$ cat src/rtl/uart_pkg.sv
// Shared types and constants for the UART-side register bridge.
package uart_pkg;

  typedef enum logic [2:0] {
    IDLE,
    GET_DATA,
    BUS_WR,
    BUS_RD,
    RD_CAP,
    SEND,
    WAIT_DONE
  } bridge_state_t;

  localparam logic [7:0]  UART_ACK  = 8'hA5;
  localparam logic [7:0]  UART_NAK  = 8'hEE;
  localparam int unsigned CMD_W_BIT = 7;

endpackage

$ cat src/rtl/uart_edge_det.sv
// Registered rising-edge detector for a byte-complete level.
module uart_edge_det (
  input  logic sys_clk,
  input  logic reset,
  input  logic level_i,
  output logic rise_o
);

  logic prev_q;
  logic prev_d;

  always_comb begin
    prev_d = level_i;
    rise_o = level_i & ~prev_q;
  end

  always_ff @(posedge sys_clk) begin
    if (reset) prev_q <= 1'b0;
    else       prev_q <= prev_d;
  end

endmodule

$ cat src/rtl/uart_reg_bridge.sv
// Decodes single-byte UART read/write commands, drives a simple register bus
// and returns one response byte per command through the transmitter.
module uart_reg_bridge
  import uart_pkg::*;
#(
  parameter int unsigned ADDR_W         = 4,
  parameter int unsigned TIMEOUT_CYCLES = 20000
) (
  input  logic              sys_clk,
  input  logic              reset,
  input  logic              rx_done,
  input  logic [7:0]        rx_data_i,
  input  logic              tx_done,
  output logic              new_data,
  output logic [7:0]        tx_data_o,
  output logic              reg_wr_en,
  output logic              reg_rd_en,
  output logic [ADDR_W-1:0] reg_addr,
  output logic [7:0]        reg_wdata,
  input  logic [7:0]        reg_rdata,
  output logic              busy,
  output logic [7:0]        err_count
);

  localparam int unsigned CNT_W = (TIMEOUT_CYCLES > 1) ? $clog2(TIMEOUT_CYCLES) : 1;
  localparam logic [CNT_W-1:0] CNT_LAST = CNT_W'(TIMEOUT_CYCLES - 1);

  bridge_state_t     state_q, state_d;
  logic [ADDR_W-1:0] addr_q, addr_d;
  logic [7:0]        wdata_q, wdata_d;
  logic [7:0]        resp_q, resp_d;
  logic [CNT_W-1:0]  cnt_q, cnt_d;
  logic [7:0]        err_q, err_d;
  logic              err_evt;
  logic              rx_rise, tx_rise;
  logic              cmd_illegal;

  uart_edge_det u_rx_edge (.sys_clk(sys_clk), .reset(reset), .level_i(rx_done), .rise_o(rx_rise));
  uart_edge_det u_tx_edge (.sys_clk(sys_clk), .reset(reset), .level_i(tx_done), .rise_o(tx_rise));

  // Reserved command bits are those between the address field and the W bit.
  assign cmd_illegal = ((rx_data_i[6:0] >> ADDR_W) != '0);

  always_comb begin
    state_d   = state_q;
    addr_d    = addr_q;
    wdata_d   = wdata_q;
    resp_d    = resp_q;
    cnt_d     = cnt_q;
    err_evt   = 1'b0;
    reg_wr_en = 1'b0;
    reg_rd_en = 1'b0;
    new_data  = 1'b0;

    unique case (state_q)
      IDLE: begin
        if (rx_rise) begin
          if (cmd_illegal) begin
            resp_d  = UART_NAK;
            err_evt = 1'b1;
            state_d = SEND;
          end else begin
            addr_d = rx_data_i[ADDR_W-1:0];
            if (rx_data_i[CMD_W_BIT]) begin
              cnt_d   = '0;
              state_d = GET_DATA;
            end else begin
              state_d = BUS_RD;
            end
          end
        end
      end
      GET_DATA: begin
        if (rx_rise) begin
          wdata_d = rx_data_i;
          state_d = BUS_WR;
        end else if (cnt_q == CNT_LAST) begin
          err_evt = 1'b1;
          state_d = IDLE;
        end else begin
          cnt_d = cnt_q + 1'b1;
        end
      end
      BUS_WR: begin
        reg_wr_en = 1'b1;
        resp_d    = UART_ACK;
        state_d   = SEND;
      end
      BUS_RD: begin
        reg_rd_en = 1'b1;
        state_d   = RD_CAP;
      end
      RD_CAP: begin
        resp_d  = reg_rdata;
        state_d = SEND;
      end
      SEND: begin
        new_data = 1'b1;
        state_d  = WAIT_DONE;
      end
      WAIT_DONE: begin
        new_data = 1'b1;
        if (tx_rise) state_d = IDLE;
      end
      default: state_d = IDLE;
    endcase

    // Bytes arriving while a bus access or response is in flight are dropped.
    if (rx_rise && (state_q != IDLE) && (state_q != GET_DATA)) err_evt = 1'b1;

    err_d = (err_evt && (err_q != 8'hFF)) ? err_q + 8'd1 : err_q;
  end

  always_ff @(posedge sys_clk) begin
    if (reset) begin
      state_q <= IDLE;
      addr_q  <= '0;
      wdata_q <= '0;
      resp_q  <= '0;
      cnt_q   <= '0;
      err_q   <= '0;
    end else begin
      state_q <= state_d;
      addr_q  <= addr_d;
      wdata_q <= wdata_d;
      resp_q  <= resp_d;
      cnt_q   <= cnt_d;
      err_q   <= err_d;
    end
  end

  assign tx_data_o = resp_q;
  assign reg_addr  = addr_q;
  assign reg_wdata = wdata_q;
  assign busy      = (state_q != IDLE);
  assign err_count = err_q;

endmodule
$ cat config.mk
export PLATFORM = sky130hd
export DESIGN_NAME = uart_reg_bridge
export DESIGN_NICKNAME = d
export VERILOG_FILES = /design/src/rtl/uart_pkg.sv /design/src/rtl/uart_edge_det.sv /design/src/rtl/uart_reg_bridge.sv
export SDC_FILE = /design/constraint.sdc
export NUM_CORES = 1
export LEC_CHECK = 0
export CAP_MARGIN = 10
export CORE_ASPECT_RATIO = 2
export CORE_MARGIN = 2
export CORE_UTILIZATION = 50
export DETAILED_ROUTE_END_ITERATION = 7
export PLACE_DENSITY = 0.82
export SLEW_MARGIN = 20
export SYNTH_ARGS = -nofsm -noshare
export SYNTH_HDL_FRONTEND = slang
export SYNTH_SLANG_ARGS = --single-unit
$ cat constraint.sdc
create_clock -name sys_clk -period 2.83 [get_ports sys_clk]
set_clock_uncertainty 0.1 [all_clocks]
set_input_delay 0.849 -clock sys_clk [delete_from_list [all_inputs] [get_ports sys_clk]]
set_output_delay 0.849 -clock sys_clk [all_outputs]
set_load 0.03 [all_outputs]
==> metrics.log <==
[metrics] syn_area_per_cell: 8.58 µm²
[metrics] count of flip-flops with a built-in enable after synthesis: 0
[metrics] top cell type's share of synthesized area: around 42%
[metrics] master cell of the clock root buffer: sky130_fd_sc_hd__clkbuf_8
[metrics] final sum of negative setup slack: 0 ns
[metrics] total routing resource utilization after global routing: between 20% and 30%
[metrics] setup-violating endpoint count in the final report: 0
[metrics] Placed Instances: 371
[metrics] nature of the critical path startpoint: register
[metrics] run status: completed
[metrics] global-route congestion overflow total: 0
[metrics] final slew viol count: 0
[metrics] biggest area contributors in the synthesized netlist: sky130_fd_sc_hd__dfxtp_1, sky130_fd_sc_hd__mux2i_1, sky130_fd_sc_hd__nor2_1, sky130_fd_sc_hd__a21oi_1, sky130_fd_sc_hd__nand3_1
[metrics] DRC violations left: 0
[metrics] Critical Path End Type: output port
[metrics] startpoint of the worst hold path: tx_data_o[0]
[metrics] via count: between 2,000 and 2,500
[metrics] most frequent cells after synthesis: sky130_fd_sc_hd__dfxtp_1, sky130_fd_sc_hd__nor2_1, sky130_fd_sc_hd__a21oi_1
[metrics] post-route fraction of the period consumed by the critical path: 95.4%
[metrics] time the worst path needs with I/O delays and setup: 2.70 ns
[metrics] Maximum Capacitance Violations: 0
[metrics] Yosys warnings: 0
[metrics] n_diodes: 0
[metrics] number of library cell types mapped by synthesis: 50
[metrics] buffers from clock root to sink, at most: 2
[metrics] number of global-route vias before repair: 2,077
[metrics] number of antenna violations at the first check in global routing: 0
[metrics] antenna-violating nets left: 0
[metrics] number of cells on the worst hold path: 2
[metrics] count of non-filler cells in the finished layout: 378
[metrics] maximum fanout along the worst path: 9
[metrics] cell with the most instances after synthesis: sky130_fd_sc_hd__dfxtp_1
[metrics] wire per inst: 14.1 µm
[metrics] # port buffers: 51
[metrics] Worst Hold Path EP: tx_data_o[0]
[metrics] global-route wire length before repair: 9180 µm
[metrics] number of clock sinks seen by CTS: 48
[metrics] Cells after Synth: 265
[metrics] clock transition time at the flip-flop clock pins of the worst setup and hold paths: ~0.09 ns
[metrics] number of iterations in the first detailed-routing pass: 4
[metrics] routability congestion estimate from global placement: 0.810
[metrics] worst slew pin tran: between 0.8 and 0.9 ns
[metrics] final core occ: 68.1%
[metrics] HPWL reported at the end of detailed placement: about 4100 µm
[metrics] areal power density over the cells: roughly 500 nW/µm²
[metrics] Hold Crit Class: register to register
[metrics] number of buffers added for setup after CTS: 0
[metrics] width of the chip: 51.7 µm
[metrics] maximum clock rate: 0.370 GHz
[metrics] worst skew pair latency: 0.30 ns
[metrics] area of the mapped netlist: approximately 2300 µm²
[metrics] Synthesized Nets: 287
[metrics] synth-to-layout area growth: 31.3%
[metrics] chip height: 99.4 µm
[metrics] capturing point of the worst reg2reg path: cnt_q[8]
[metrics] Crit Reg-Reg Startpoint: cnt_q[0]
[metrics] Async S/R FF share, synth: 0%
[metrics] unrepaired setup endpoints after global routing: false
[metrics] register-to-register setup slack: 0.57 ns
[metrics] CTS Buf Count: 5
[metrics] CTS H-tree lvls: 2
[metrics] required time at the endpoint of the critical path: between 1.5 and 2 ns
[metrics] Synth Register Bits: 48
[metrics] leak pwr: 1.20 nW
[metrics] effective utilization at floorplan: 51.9%
[metrics] max_slew headroom: ~44%
[metrics] reg2reg path depth: 7
[metrics] critical path data arrival time: 1.75 ns
[metrics] area of the multi-input gates: 1220 µm²
[metrics] CTS tree: built
[metrics] Vias per Instance: 5.63
[metrics] number of nets in the layout: 346
[metrics] area enclosed by the die boundary: just over 5000 µm²
[metrics] sequential cell area fraction in the yosys report: 42.3%
[metrics] Crit Path Class: register to output port
[metrics] number of cell rows: 34
[metrics] placeable core region: 4380 µm²
[metrics] Sequential Area: 961 µm²
[metrics] DR iter-0 viols: 32
[metrics] number of placed I/O pins: 52
[metrics] cell type with the highest aggregate area in the netlist: sky130_fd_sc_hd__dfxtp_1
[metrics] number of endpoints with negative hold slack in the final report: 0
[metrics] flip-flop cell with the highest count after synthesis: sky130_fd_sc_hd__dfxtp_1
[metrics] Worst IR Drop VDD: 0.427 mV
[metrics] count of fill cells added during filler insertion: 352
[metrics] largest net degree at the start of global routing: 26
[metrics] layout cell share with drive strength beyond 1: 9.57%
[metrics] total length of routed wires: 5320 µm
==> logic make-up after synthesis <==
kind of cell / Yosys count / share of synthesized area (%)
buffers and inverters: 22 / 4.29
XOR/XNOR: 4 / 1.54
AO/OA/AOI/OAI: 56 / 16.1
AND/OR/NAND/NOR: 116 / 27.1
adder cells (fa/ha/maj): 2 / 1.10
flip-flops: 48 / 42.3
multiplexers: 17 / 7.59
==> stage by stage <==
stage	worst slack (ns)	cell area (µm²)	total power, mW	hold WS, ns
4_1_cts	0.0429	2980	1.52	0.378
6_report	0.129	2990	1.51	0.378
2_1_floorplan	0.464	2270	0.975	0.341
3_3_place_gp	0.0115	2900	1.12	0.352
5_1_grt	0.00461	2990	1.58	0.393
3_5_place_dp	-0.0329	2900	1.13	0.363
==> state kept, by name, indices dropped and copies added, names as in the netlist <==
signal	count
tx_data_o	8
u_rx_edge.prev_q	1
state_q	3
cnt_q	15
err_count	8
u_tx_edge.prev_q	1
reg_addr	4
reg_wdata	8
==> cell usage in the layout, fill, tap and decap left out, types with 7 or more instances in the layout <==
cell and count:
sky130_fd_sc_hd__nand4_1 8, sky130_fd_sc_hd__or3_1 9, sky130_fd_sc_hd__and3_1 7, sky130_fd_sc_hd__clkdlybuf4s50_1 49
sky130_fd_sc_hd__mux2i_1 15, sky130_fd_sc_hd__a21oi_1 23, sky130_fd_sc_hd__dfxtp_1 48, sky130_fd_sc_hd__inv_1 8
sky130_fd_sc_hd__nand2_1 12, sky130_fd_sc_hd__nor2_1 34, sky130_fd_sc_hd__nor3_1 7, sky130_fd_sc_hd__buf_4 15
sky130_fd_sc_hd__o21ai_0 10, sky130_fd_sc_hd__nand3_1 12
==> how the worst max path moves through the flow <==
stage | startpoint | depth (start not counted) | to
final | state_q[1] | 3 | new_data
after detailed placement | rx_data_i[4] | 6 | err_count[5]
after global routing | state_q[1] | 3 | new_data
after floorplan | rx_data_i[4] | 6 | cnt_q[9]
after CTS | state_q[2] | 4 | busy
after global placement | rx_done | 6 | tx_data_o[1]
==> power by group <==
group / total (mW) / internal, mW / switching [mW]
Clock: 0.392 / 0.168 / 0.225
Combinational: 0.374 / 0.167 / 0.207
Sequential: 0.740 / 0.710 / 0.0291
==> routing by layer <==
metal | track usage, % | routed length, µm | vias to the layer above
li1 | - | - | 1065
met1 | 23.7 | 1990 | 1017
met2 | 43.5 | 3080 | 34
met3 | 3.60 | 116 | 11
met4 | 9.72 | 126 | 0
met5 | 0 | 0 | -
==> critical path, stage by stage (launching register included) <==
cell,delay (ns)
sky130_fd_sc_hd__dfxtp_1,0.49
sky130_fd_sc_hd__xor2_1,0.16
sky130_fd_sc_hd__and2_1,0.14
sky130_fd_sc_hd__clkdlybuf4s50_1,0.66
==> timing repair <==
action | 4_1_cts | 5_1_grt
hold buffers | 0 | 0
endpoints found under the setup margin | 1 | 2
pin swaps | 0 | 0
gates resized for setup | 1 | 2
hold endpoints to repair | 0 | 0
==> cell type report <==
class	count	area share (%)
Tap cell	54	2.26
Inverter	8	1.01
Clock inverter	2	0.419
Sequential cell	48	32.2
Timing Repair Buffer	66	21.0
Multi-Input combinational cell	195	40.8
Clock buffer	5	2.31
Power figures use the tool's default switching activity.
==> variant, RTL diff (same settings) <==
Reset style: asynchronous (`reset`), changed in 2 clocked blocks.
--- a/src/rtl/uart_edge_det.sv
+++ b/src/rtl/uart_edge_det.sv
@@ -14,7 +14,7 @@
     rise_o = level_i & ~prev_q;
   end
 
-  always_ff @(posedge sys_clk) begin
+  always_ff @(posedge sys_clk or posedge reset) begin
     if (reset) prev_q <= 1'b0;
     else       prev_q <= prev_d;
   end
--- a/src/rtl/uart_reg_bridge.sv
+++ b/src/rtl/uart_reg_bridge.sv
@@ -111,7 +111,7 @@
     err_d = (err_evt && (err_q != 8'hFF)) ? err_q + 8'd1 : err_q;
   end
 
-  always_ff @(posedge sys_clk) begin
+  always_ff @(posedge sys_clk or posedge reset) begin
     if (reset) begin
       state_q <= IDLE;
       addr_q  <= '0;
Function: differs if reset is asserted again (counterexample within 4 cycles, from zero or initial values and one cycle with reset high); with reset held inactive, the same outputs for 10 cycles.
==> variant against the original RTL <==
- sequential cell count unchanged
- area after synthesis up 4.5%
- worst setup slack better by 0.078 ns
- routed wire length fell by 0.49%
- design area increased by 4.4%
- non-clock buffer count is the same
- critical path type is now primary input to flip-flop
- largest cell class is now sequential cells
- highest routed layer unchanged
Power is not compared: it rests on default switching activity, and its combinational part moved more than twofold at a synthesized area within 25%.
==> variant: results (changes against the original RTL) <==
stage,metric,value,unit,change
yosys,"Net Count, Synth",239,,-17%
pwr,Pwr per Cell Area,937.4,mW/mm^2,
route,DRT Pass-1 Iters,4,,unchanged
yosys,largest cells by area after synthesis,"dfrtp_1 51%, xnor2_1 5.9%, mux2_2 5.7%",,
yosys,synthesized area per cell,10.95,um^2,+28%
min_path,hold path startpoint,err_count[5],,
cts,Worst-Skew Late Latency,0.30,ns,about the same
yosys,commonest cells in the netlist,"48 x dfrtp_1, 21 x nor2_1, 16 x xnor2_1",,
global_routing,largest net degree at the start of global routing,20,,-23%
cts,clock transition at the registers of the reported paths,0.09,ns,about the same
finish,Ant. Diodes,0,,unchanged
min_path,worst hold stages,1,,-1
placed_design,GP Congestion,0.8023,,-0.89%
yosys,Synth Flop Type,dfrtp_1,,
setup_path,CP Max Fanout,8,,-1
route,via count,1893,,-11%
global_routing,initial antenna violation count,0,,unchanged
yosys,Post-synth ARST share,100.0,%,+100 points
placed_design,IO Port Bufs,51,,unchanged
route,Initial DRC Count,47,,+47%
placed_design,pre-CTS setup slack,-0.08769,ns,-0.05474 ns
placed_design,dpl hpwl,4081,um,-0.84%
setup_path,worst r2r src,cnt_q[1],,
placed_design,cell total after placement,328,,-12%
sta,Slew @ Worst Pin,0.9153,ns,+0.08858 ns
finish,Fillers,362,,+2.8%
finish,share of cells above drive strength 1,17.08,%,+7.5 points
setup_path,CP Data Arrival Time,2.76,ns,+1.01 ns
global_routing,All-Layer GR Usage,21.43,%,-1.6 points
placed_design,Placement Cell Area,0.003015,mm^2,+4.1%
setup_path,r2r worst-path depth,6,,-1
yosys,Synth cell types,49,,-2.0%
finish,Top reg by flops,cnt_q,,
cts,number of CTS-inserted buffers,5,,unchanged
status,run status,completed,,
pwr,Max IR drop VDD,0.7200,mV,
setup_path,Critical Path Start,rx_done,,
finish,Post-layout nets,302,,-13%
yosys,register area share after synthesis,50.55,%,+8.3 points
global_routing,first-pass GRT wire length,8438,um,-8.1%
min_path,worst hold path class,flip-flop to flip-flop,,
global_routing,number of global-route vias before repair,1849,,-11%
finish,fin cells,336,,-11%
route,drt wl/cell,15.74,um,+12%
-- variant: final cells by class --
type	instances	area share, %
well taps	55	2.209
multi-input cells	150	35.02
inverters	9	1.084
clock buffers	7	2.771
flip-flops and latches	48	38.55
clock inverters	1	0.2410
repair buffers	66	20.12
-- variant: power breakdown --
part           switching [mW]  leakage (nW)  total (mW)  internal, mW
Clock                   0.220        0.0445       0.419         0.199
Combinational           0.773         0.681        1.41         0.632
Sequential              0.201         0.612        1.10         0.896
-- variant: worst max-delay path, cell delays in order --
cell             delay, ns
clkdlybuf4s50_1       0.52
nor2b_1               0.19
a21oi_1               0.10
a211oi_1              0.77
o221a_2               0.31
-- variant: metal layers --
metal	vias up	GRT usage [%]	routed length (um)
li1	916	-	-
met1	924	23.93	2042
met2	41	38.08	2937
met3	12	3.835	174
met4	0	9.862	136
met5	-	0	0
-- variant: worst paths after layout --
| path | slack [ns] | endpoint |
|---|---|---|
| setup / recovery | 0.21 | tx_data_o[6] |
| hold / removal | 0.40 | err_count[5] |
| setup reg to reg | 0.43 | err_count[1] |
| hold reg to reg | 0.40 | err_count[5] |
| max in group asynchronous | 1.33 | reg_addr[3] |
| min in group asynchronous | 0.75 | reg_wdata[6] |
-- variant: cells by family (layout without fill, tap and decap cells) --
| group | after synthesis | after routing | synth area share [%] |
|---|---|---|---|
| simple gates | 82 | 82 | 21.12 |
| fa+ha+maj | 2 | 2 | 1.053 |
| mux | 13 | 13 | 6.319 |
| buf+inv | 19 | 83 | 3.633 |
| flops | 48 | 48 | 50.55 |
| xor+xnor | 16 | 16 | 5.898 |
| compound gates | 37 | 37 | 11.43 |
-- variant: what timing repair did --
item | CTS | global route
gates resized for setup | 2 | 2
setup endpoints to repair | 2 | 2
setup buffers | 0 | 0
